## config.mk

```make
export PLATFORM = sky130hd
export DESIGN_NAME = temp_sampler_flat
export DESIGN_NICKNAME = d
export VERILOG_FILES = /design/src/rtl/temp_pkg.sv /design/src/rtl/temp_sampler_if.sv /design/src/rtl/sample_timer.sv /design/src/rtl/temp_sampler.sv /design/src/flat_wrapper.sv
export SDC_FILE = /design/constraint.sdc
export NUM_CORES = 1
export LEC_CHECK = 0
export CAP_MARGIN = 0
export CORE_MARGIN = 3
export CORE_UTILIZATION = 45
export CTS_BUF_LIST = sky130_fd_sc_hd__clkbuf_4
export CTS_CLUSTER_DIAMETER = 40
export DETAILED_ROUTE_END_ITERATION = 10
export GPL_TIMING_DRIVEN = 0
export PLACE_DENSITY_LB_ADDON = 0.05
export SLEW_MARGIN = 20
export SYNTH_ARGS = -nofsm -noshare
export SYNTH_HDL_FRONTEND = slang
export SYNTH_SLANG_ARGS = --single-unit
export TNS_END_PERCENT = 5
```

## constraint.sdc

```tcl
create_clock -name clk -period 2.1 [get_ports clk]
set_clock_uncertainty 0.1 [all_clocks]
set_input_delay 0.42 -clock clk [delete_from_list [all_inputs] [get_ports clk]]
set_output_delay 0.42 -clock clk [all_outputs]
set_load 0.02 [all_outputs]
```

## src/rtl/temp_pkg.sv

```systemverilog
// Shared types and defaults for the temperature sensor sampler and its downstream buffer.
package temp_pkg;

  typedef logic [7:0] temp_t;

  typedef enum logic [1:0] {
    IDLE,
    SETUP,
    SHIFT,
    DONE
  } sampler_state_t;

  localparam int FRAME_BITS_DEF = 16;
  localparam int TEMP_LSB_DEF   = 7;

  // Negative readings clamp to zero; the buffer stores unsigned temperatures only.
  function automatic temp_t clamp_temp(input logic sign, input temp_t raw);
    return sign ? temp_t'(0) : raw;
  endfunction

endpackage

```

## src/rtl/temp_sampler_if.sv

```systemverilog
// Sensor bus plus sample output bundle between the sampler, the sensor pins and the buffer.
interface temp_sampler_if;
  import temp_pkg::*;

  logic  enable;
  logic  miso;
  logic  cs_n;
  logic  sclk;
  temp_t sample;
  logic  sample_valid;
  logic  busy;

  modport master (
    input  enable,
    input  miso,
    output cs_n,
    output sclk,
    output sample,
    output sample_valid,
    output busy
  );

  modport slave (
    output enable,
    output miso,
    input  cs_n,
    input  sclk,
    input  sample,
    input  sample_valid,
    input  busy
  );

endinterface

```

## src/rtl/sample_timer.sv

```systemverilog
// Free-running period counter; emits a one-cycle trigger on each wrap while enabled.
module sample_timer #(
  parameter int SAMPLE_PERIOD = 1000
) (
  input  logic clk,
  input  logic reset,
  input  logic i_enable,
  output logic o_trigger
);

  localparam int            CW   = (SAMPLE_PERIOD > 1) ? $clog2(SAMPLE_PERIOD) : 1;
  localparam logic [CW-1:0] LAST = CW'(SAMPLE_PERIOD - 1);

  logic [CW-1:0] r_count;
  logic          w_wrap;

  assign w_wrap    = i_enable && (r_count == LAST);
  assign o_trigger = w_wrap;

  // NOTE: sequential state uses non-blocking assignments so every flop samples pre-edge values.
  always_ff @(posedge clk or posedge reset) begin
    if (reset) begin
      r_count <= '0;
    end else if (!i_enable || w_wrap) begin
      r_count <= '0;
    end else begin
      r_count <= r_count + CW'(1);
    end
  end

endmodule

```

## src/rtl/temp_sampler.sv

```systemverilog
// Periodic read-only serial sensor reader: frames chip select and sclk, shifts the reading in, emits one sample per period.
module temp_sampler
  import temp_pkg::*;
#(
  parameter int SAMPLE_PERIOD = 1000,
  parameter int SCLK_DIV      = 4,
  parameter int FRAME_BITS    = FRAME_BITS_DEF,
  parameter int TEMP_LSB      = TEMP_LSB_DEF
) (
  input  logic           clk,
  input  logic           reset,
  temp_sampler_if.master bus
);

  localparam int            DW       = (SCLK_DIV > 1) ? $clog2(SCLK_DIV) : 1;
  localparam int            BW       = (FRAME_BITS > 1) ? $clog2(FRAME_BITS) : 1;
  localparam logic [DW-1:0] DIV_LAST = DW'(SCLK_DIV - 1);
  localparam logic [BW-1:0] BIT_LAST = BW'(FRAME_BITS - 1);

  sampler_state_t        r_state;
  logic [DW-1:0]         r_div;
  logic [BW-1:0]         r_bit;
  logic                  r_high;
  logic [FRAME_BITS-1:0] r_shift;
  logic [1:0]            r_miso_sync;
  temp_t                 r_sample;
  logic                  r_valid;
  logic                  r_cs_n;
  logic                  r_sclk;
  logic                  r_busy;

  sampler_state_t        w_state_nxt;
  logic [DW-1:0]         w_div_nxt;
  logic [BW-1:0]         w_bit_nxt;
  logic                  w_high_nxt;
  logic [FRAME_BITS-1:0] w_shift_nxt;
  temp_t                 w_sample_nxt;
  logic                  w_valid_nxt;
  logic                  w_cs_n_nxt;
  logic                  w_sclk_nxt;
  logic                  w_trigger;
  logic                  w_miso;
  temp_t                 w_temp;

  sample_timer #(
    .SAMPLE_PERIOD (SAMPLE_PERIOD)
  ) u_timer (
    .clk       (clk),
    .reset     (reset),
    .i_enable  (bus.enable),
    .o_trigger (w_trigger)
  );

  assign w_miso = r_miso_sync[1];
  assign w_temp = clamp_temp(r_shift[FRAME_BITS-1], r_shift[TEMP_LSB +: 8]);

  // NOTE: every combinational output gets a default first, so no path leaves it unassigned and no latch is inferred.
  always_comb begin
    w_state_nxt  = r_state;
    w_div_nxt    = r_div;
    w_bit_nxt    = r_bit;
    w_high_nxt   = r_high;
    w_shift_nxt  = r_shift;
    w_sample_nxt = r_sample;
    w_valid_nxt  = 1'b0;
    w_cs_n_nxt   = 1'b1;
    w_sclk_nxt   = 1'b0;

    unique case (r_state)
      IDLE: begin
        if (w_trigger) begin
          w_state_nxt = SETUP;
          w_div_nxt   = '0;
          w_cs_n_nxt  = 1'b0;
        end
      end

      SETUP: begin
        w_cs_n_nxt = 1'b0;
        if (r_div == DIV_LAST) begin
          w_state_nxt = SHIFT;
          w_div_nxt   = '0;
          w_bit_nxt   = '0;
          w_high_nxt  = 1'b0;
        end else begin
          w_div_nxt = r_div + DW'(1);
        end
      end

      SHIFT: begin
        w_cs_n_nxt = 1'b0;
        w_sclk_nxt = r_high;
        if (r_div != DIV_LAST) begin
          w_div_nxt = r_div + DW'(1);
        end else if (!r_high) begin
          // Capture coincides with the rising sclk edge we are about to drive.
          w_div_nxt   = '0;
          w_high_nxt  = 1'b1;
          w_sclk_nxt  = 1'b1;
          w_shift_nxt = {r_shift[FRAME_BITS-2:0], w_miso};
        end else if (r_bit == BIT_LAST) begin
          w_state_nxt  = DONE;
          w_cs_n_nxt   = 1'b1;
          w_sclk_nxt   = 1'b0;
          w_valid_nxt  = 1'b1;
          w_sample_nxt = w_temp;
        end else begin
          w_div_nxt  = '0;
          w_bit_nxt  = r_bit + BW'(1);
          w_high_nxt = 1'b0;
          w_sclk_nxt = 1'b0;
        end
      end

      DONE: begin
        w_state_nxt = IDLE;
      end

      default: begin
        w_state_nxt = IDLE;
      end
    endcase
  end

  always_ff @(posedge clk or posedge reset) begin
    if (reset) begin
      r_state     <= IDLE;
      r_div       <= '0;
      r_bit       <= '0;
      r_high      <= 1'b0;
      r_shift     <= '0;
      r_miso_sync <= '0;
      r_sample    <= '0;
      r_valid     <= 1'b0;
      r_cs_n      <= 1'b1;
      r_sclk      <= 1'b0;
      r_busy      <= 1'b0;
    end else begin
      r_state     <= w_state_nxt;
      r_div       <= w_div_nxt;
      r_bit       <= w_bit_nxt;
      r_high      <= w_high_nxt;
      r_shift     <= w_shift_nxt;
      r_miso_sync <= {r_miso_sync[0], bus.miso};
      r_sample    <= w_sample_nxt;
      r_valid     <= w_valid_nxt;
      r_cs_n      <= w_cs_n_nxt;
      r_sclk      <= w_sclk_nxt;
      r_busy      <= (w_state_nxt != IDLE);
    end
  end

  assign bus.cs_n         = r_cs_n;
  assign bus.sclk         = r_sclk;
  assign bus.sample       = r_sample;
  assign bus.sample_valid = r_valid;
  assign bus.busy         = r_busy;

  // A trigger outside IDLE is silently dropped; it can only happen with a too-short period.
  a_trigger_only_when_idle: assert property (
    @(posedge clk) disable iff (reset) w_trigger |-> (r_state == IDLE)
  );

endmodule

```

## src/flat_wrapper.sv

```systemverilog
// flat-port wrapper written by rule: the top's interface ports become plain ports
module temp_sampler_flat import temp_pkg::*;
#(
  parameter int SAMPLE_PERIOD = 1000,
  parameter int SCLK_DIV      = 4,
  parameter int FRAME_BITS    = FRAME_BITS_DEF,
  parameter int TEMP_LSB      = TEMP_LSB_DEF
)
  (clk, reset, bus_enable, bus_miso, bus_cs_n, bus_sclk, bus_sample, bus_sample_valid, bus_busy);
  temp_sampler_if bus_i ();
  input  logic clk;
  input  logic reset;
  input wire logic [$bits(bus_i.enable)-1:0] bus_enable;
  input wire logic [$bits(bus_i.miso)-1:0] bus_miso;
  output wire logic [$bits(bus_i.cs_n)-1:0] bus_cs_n;
  output wire logic [$bits(bus_i.sclk)-1:0] bus_sclk;
  output wire logic [$bits(bus_i.sample)-1:0] bus_sample;
  output wire logic [$bits(bus_i.sample_valid)-1:0] bus_sample_valid;
  output wire logic [$bits(bus_i.busy)-1:0] bus_busy;
  assign bus_i.enable = bus_enable;
  assign bus_i.miso = bus_miso;
  assign bus_cs_n = bus_i.cs_n;
  assign bus_sclk = bus_i.sclk;
  assign bus_sample = bus_i.sample;
  assign bus_sample_valid = bus_i.sample_valid;
  assign bus_busy = bus_i.busy;
  temp_sampler #(.SAMPLE_PERIOD(SAMPLE_PERIOD), .SCLK_DIV(SCLK_DIV), .FRAME_BITS(FRAME_BITS), .TEMP_LSB(TEMP_LSB)) u_core (.clk(clk), .reset(reset), .bus(bus_i));
endmodule
```

Yosys cells after proc, flatten, opt, wreduce, memory -nomap -nowiden
Index checks and enable logic that the tools add are counted.
{"block": "word_totals", "romBits": 0, "n_memories": 0, "regBits": 49, "latch_bits": 0, "ram_bits": 0, "out_inout_bits": 12, "in_bits": 4, "elab_cells": 74}
{"block": "op_classes", "multipliers": 0, "shift": 0, "mux": 32, "bitwise_logic": 2, "add_sub_neg": 3, "reduce_logical": 12, "eq_ne": 13, "magnitude_cmp": 0, "n_div": 0}
{"operator": "$mux W2", "n": 10}
{"operator": "$mux W4", "n": 4}
{"operator": "$mux W1", "n": 11}
{"operator": "$add A10 B1 Y10 const B", "n": 1}
{"operator": "$eq A10 B10 Y1 const B", "n": 1}
{"operator": "$mux W10", "n": 1}
{"operator": "$reduce_and A3 Y1", "n": 3}
{"operator": "$mux W8", "n": 1}
{"operator": "$ne A2 B2 Y1 const B", "n": 4}
{"operator": "$pmux W2 S4", "n": 1}
{"operator": "$pmux W4 S2", "n": 1}
{"operator": "$eq A2 B2 Y1 const B", "n": 3}
{"operator": "$pmux W2 S3", "n": 1}
{"operator": "$reduce_and A5 Y1", "n": 1}
{"operator": "$add A4 B1 Y4 const B", "n": 1}
{"operator": "$eq A4 B4 Y1 const B", "n": 1}
{"operator": "$ne A2 B1 Y1 const B", "n": 2}
{"operator": "$ne A4 B4 Y1 const B", "n": 1}
{"operator": "$reduce_and A4 Y1", "n": 1}
{"operator": "$reduce_bool A2 Y1", "n": 2}
{"operator": "$pmux W1 S3", "n": 1}
{"operator": "$reduce_bool A3 Y1", "n": 1}
{"operator": "$add A2 B1 Y2 const B", "n": 1}
{"operator": "$eq A2 B1 Y1 const B", "n": 1}
{"operator": "other kinds (6)", "n": 7}

Longest topological paths before layout
{"block": "logic_depth", "ltp_word": 6, "ltp_mapped": 8}

Hierarchy
Synthesis repeated with hierarchy kept, for this count alone.
{"block": "hier_totals", "cells_unflattened": 192, "hier_area_um2": 2349.8}
{"module": "temp_sampler", "instances": 1, "area_per_inst_um2": 1815.5, "seq_area_each_um2": 977.2, "cells_each": 137}
{"module": "sample_timer", "instances": 1, "area_per_inst_um2": 534.3, "seq_area_each_um2": 250.2, "cells_each": 55}

Worst setup path before layout
OpenSTA, ideal clock, no wires.
{"block": "synth_timing", "path_type": "flip-flop to flip-flop", "start": "register u_core.r_div[0]", "end": "register u_core.r_shift[0]", "path_stages_with_launch": 6, "t_arrival_ns": 1.583, "path_buffers": 1, "period_less_slack_ns": 1.808, "setup_slack_ns": 0.292, "cell_sequence": "dfrtp_1 -> ha_1 -> ha_1 -> nand2_1 -> buf_2 -> mux2_2"}
{"block": "synth_via", "elab_chain_len": 3}
{"item": "from (decl)", "line_no": "temp_sampler.sv:21", "rtl": "logic [DW-1:0] r_div;"}
{"item": "from (signal assigned)", "line_no": "temp_sampler.sv:140", "rtl": "r_div <= w_div_nxt;"}
{"item": "$ne A2 B2 Y1", "line_no": "temp_sampler.sv:93", "rtl": "if (r_div != DIV_LAST) begin"}
{"item": "$not A1 Y1 (no source line)"}
{"item": "$reduce_and A3 Y1 (no source line)"}
{"item": "to (signal assigned)", "line_no": "temp_sampler.sv:143", "rtl": "r_shift <= w_shift_nxt;"}
{"item": "to (decl)", "line_no": "temp_sampler.sv:24", "rtl": "logic [FRAME_BITS-1:0] r_shift;"}
No other way between the ends.
A chain may end at the register's enable or synchronous reset.

Worst setup path in the final report
{"block": "layout_timing", "start": "register u_core.r_cs_n (netlist: u_core.bus.cs_n)", "end": "output bus_cs_n"}
{"item": "from (decl)", "line_no": "temp_sampler.sv:28", "rtl": "logic r_cs_n;"}
{"item": "from (signal assigned)", "line_no": "temp_sampler.sv:147", "rtl": "r_cs_n <= w_cs_n_nxt;"}
{"item": "to (decl)", "line_no": "flat_wrapper.sv:15", "rtl": "output wire logic [$bits(bus_i.cs_n)-1:0] bus_cs_n;"}
No word-level cell between the ends.

==> summary.txt <==
Run status
  • Run status: finished clean

Floorplan
  • Row count: 24
  • Die Span Y: 75.80 um
  • Core area: 4534 sq um
  • Starting density of the core: approximately half
  • Die width: 75.80 um
  • Die area: between 5000 and 6000 sq um
  • IO Count: 16

Synthesis
  • Syn_nets: 203
  • Async SR Flop Fraction: 100.0%
  • YS warnings: 0
  • Netlist Area Pre-Place: 2192 sq um
  • #FFs+latches synth: 49
  • Mapped Cells: 189
  • Part of the Yosys area used for sequential elements: 55.99%
  • Top post-synthesis cells by count: dfrtp_1, nand2_1, mux2_2, nor2_1, ha_1
  • Top post-synthesis cells by area: dfrtp_1, mux2_2, ha_1
  • EDFF count, synth: 0
  • Ys flop type: dfrtp_1
  • Synth area leader: dfrtp_1
  • Synth top area share: between 50% and 60%
  • Syn Area/Cell: 11.60 sq um
  • Synth cell types: 37
  • Top-count cell post-synth: dfrtp_1

Route
  • 1st-iter DRT viols: 45
  • Final ANT Viol Nets: 0
  • Number of iterations in the first detailed-routing pass: 4
  • DR WL/cell: 12.32 um
  • Vias: approximately 1.4k
  • Routed WL: 3.426 mm
  • DRC errors left: 0
  • Number of vias per cell: 5.029

Power
  • Final Power: approximately 0.0014 W
  • Max VDD drop: 0.3241 mV
  • P per Cell Area: ~570 nW/um^2
  • Total leakage power: 1.230 nW

GRT
  • Total track usage: 13.93%
  • First-pass GRT wire length: approximately 6.1 mm
  • Vias in the first global route: between 1k and 1.5k
  • Largest net degree at the start of global routing: 36
  • Antenna violations before repair: 0
  • Grt total ovfl: 0

Worst setup path
  • Critical Path Max Stage Delay: 0.60 ns
  • CP Data Required Time: 1.58 ns
  • Crit-path cells: clkdlybuf4s50_1
  • Startpoint Class: flop
  • Slowest cell on crit path: clkdlybuf4s50_1
  • Max FO, Critical Path: 1
  • CP Class: reg2out
  • WP data arrival: 1.49 ns
  • CP endpoint kind: output port
  • Crit path buf inv count: 1
  • Critical path's top delay family: buffers and inverters

STA
  • Final Hold Fails: 0
  • # setup viols final: 0
  • Max-slew violation count: 0
  • Final period util: 95.73%
  • Actual slew at the worst max-slew pin: 0.3848 ns
  • PnR worst setup slack: 0.08959 ns
  • Worst slew margin: 74.35%
  • Minimum clock period: approximately 2.0 ns
  • Max Freq: 497.4 MHz
  • Hold WS: 0.2232 ns
  • Unrepaired setup endpoints after global routing: false

CTS
  • CTS Buffer Depth: 2
  • CTS root buf: clkbuf_4
  • Number of clock sinks: 49
  • Postcts setup bufs: 0
  • H-tree depth: 2
  • Post-CTS Hold Buffers: 0
  • Clk slew on worst S/H paths: 0.14 ns
  • CTS Buf Count: 5
  • Post-CTS resize count: 0
  • CTS tree: done
  • Worst-Skew Late Latency: 0.35 ns

Final layout
  • Fin nets: 226
  • Antenna cells: 0
  • Total of fill cells in the finished design: around 390
  • Final Non-Filler Cells: ~280
  • Layout cell share with drive strength beyond 1: between 10% and 20%
  • Area delta synth->final: 14.67%

Placement
  • Worst slack, placed: 0.1090 ns
  • Placed instance count: 270
  • Port Buffer Count: 15
  • Detailed Place HPWL: 2.546 mm
  • Final Wtd Congestion: 0.8144

Flow run
  • MaxCap Viol Count: 0

Worst hold path
  • HP Class: in2async
-- state kept, by name (all words and copies together) (netlist names) --
register and flops:
u_core.bus.busy 1, u_core.r_high 1, u_core.u_timer.r_count 10, u_core.r_miso_sync 2, u_core.r_shift 16, u_core.bus.sample 8, u_core.r_state 2, u_core.r_div 2
u_core.bus.sclk 1, u_core.bus.cs_n 1, u_core.r_bit 4, u_core.bus.sample_valid 1
-- worst paths after layout --
path                       slack [ns]  cells after the start                       startpoint                         endpoint
max                              0.09                      1        u_core.bus.cs_n$_DFF_PP1_                         bus_cs_n
min                              0.22                      2                            reset        u_core.bus.busy$_DFF_PP0_
max reg2reg                      0.14                      6      u_core.r_state[0]$_DFF_PP0_      u_core.r_bit[0]$_DFFE_PP0P_
min reg2reg                      0.27                      0  u_core.r_miso_sync[0]$_DFF_PP0_  u_core.r_miso_sync[1]$_DFF_PP0_
max in group asynchronous        1.20                      3                            reset    u_core.r_shift[6]$_DFFE_PP0P_
min in group clk                 0.27                      0  u_core.r_miso_sync[0]$_DFF_PP0_  u_core.r_miso_sync[1]$_DFF_PP0_
-- layer usage --
metal	up-vias	GRT usage [%]	part of all wire (%)
met3	4	3.562	3.4
met1	679	17.54	46
met4	0	5.825	1.1
met5	-	0	0
li1	696	-	-
met2	19	22.72	49
-- stage by stage --
stage	cell area, sq um	utilization, %	setup TNS, ns
floorplan	2192	-	0
global placement	2424	53.45	-21.01
detailed placement	2444	53.89	0
CTS	2502	55.19	0
global route	2514	55.44	0
finish	2514	55.44	0
-- placed cells by master, fill, tap and decap left out, types with 2 or more instances in the layout --
master / n
a21oi_1: 4
and2_1: 2
and3_1: 6
clkbuf_4: 7
clkdlybuf4s50_1: 15
dfrtp_1: 48
ha_1: 10
inv_1: 5
mux2_2: 17
nand2_1: 23
nand3_1: 5
nand3b_1: 8
nand4_1: 4
nor2_1: 16
nor2b_1: 3
nor3_1: 3
o21ai_0: 4
xnor2_1: 3
xor2_1: 5
-- cells by family (layout without fill, tap and decap cells) --
logic type / count (synthesis) / count (layout) / share of synthesized area [%]
compound gates: 17 / 17 / 5.366
flops: 49 / 49 / 55.99
fa+ha+maj: 10 / 10 / 5.708
xor+xnor: 8 / 8 / 3.196
mux: 19 / 19 / 9.703
simple gates: 76 / 76 / 18.09
buf+inv: 10 / 34 / 1.940
-- final cells by class --
class                      count  area, sq um  share of cell area [%]
sequential                    49         1227                   48.83
timing repair buffer          16        170.2                   6.770
clock inverter                 2        13.76                  0.5475
inverter                       7        30.03                   1.195
multi-input combinational    130        927.1                   36.88
tap                           65        81.33                   3.235
clock buffer                   6        45.04                   1.792
buffer                         3        18.77                  0.7466
-- power breakdown --
group	switching, W	internal [W]
sequential	0.00000515	0.000950
combinational	0.0000252	0.0000135
clock	0.000286	0.000147
total	0.000316	0.00111
No activity file was read; power rests on OpenSTA's default activity.
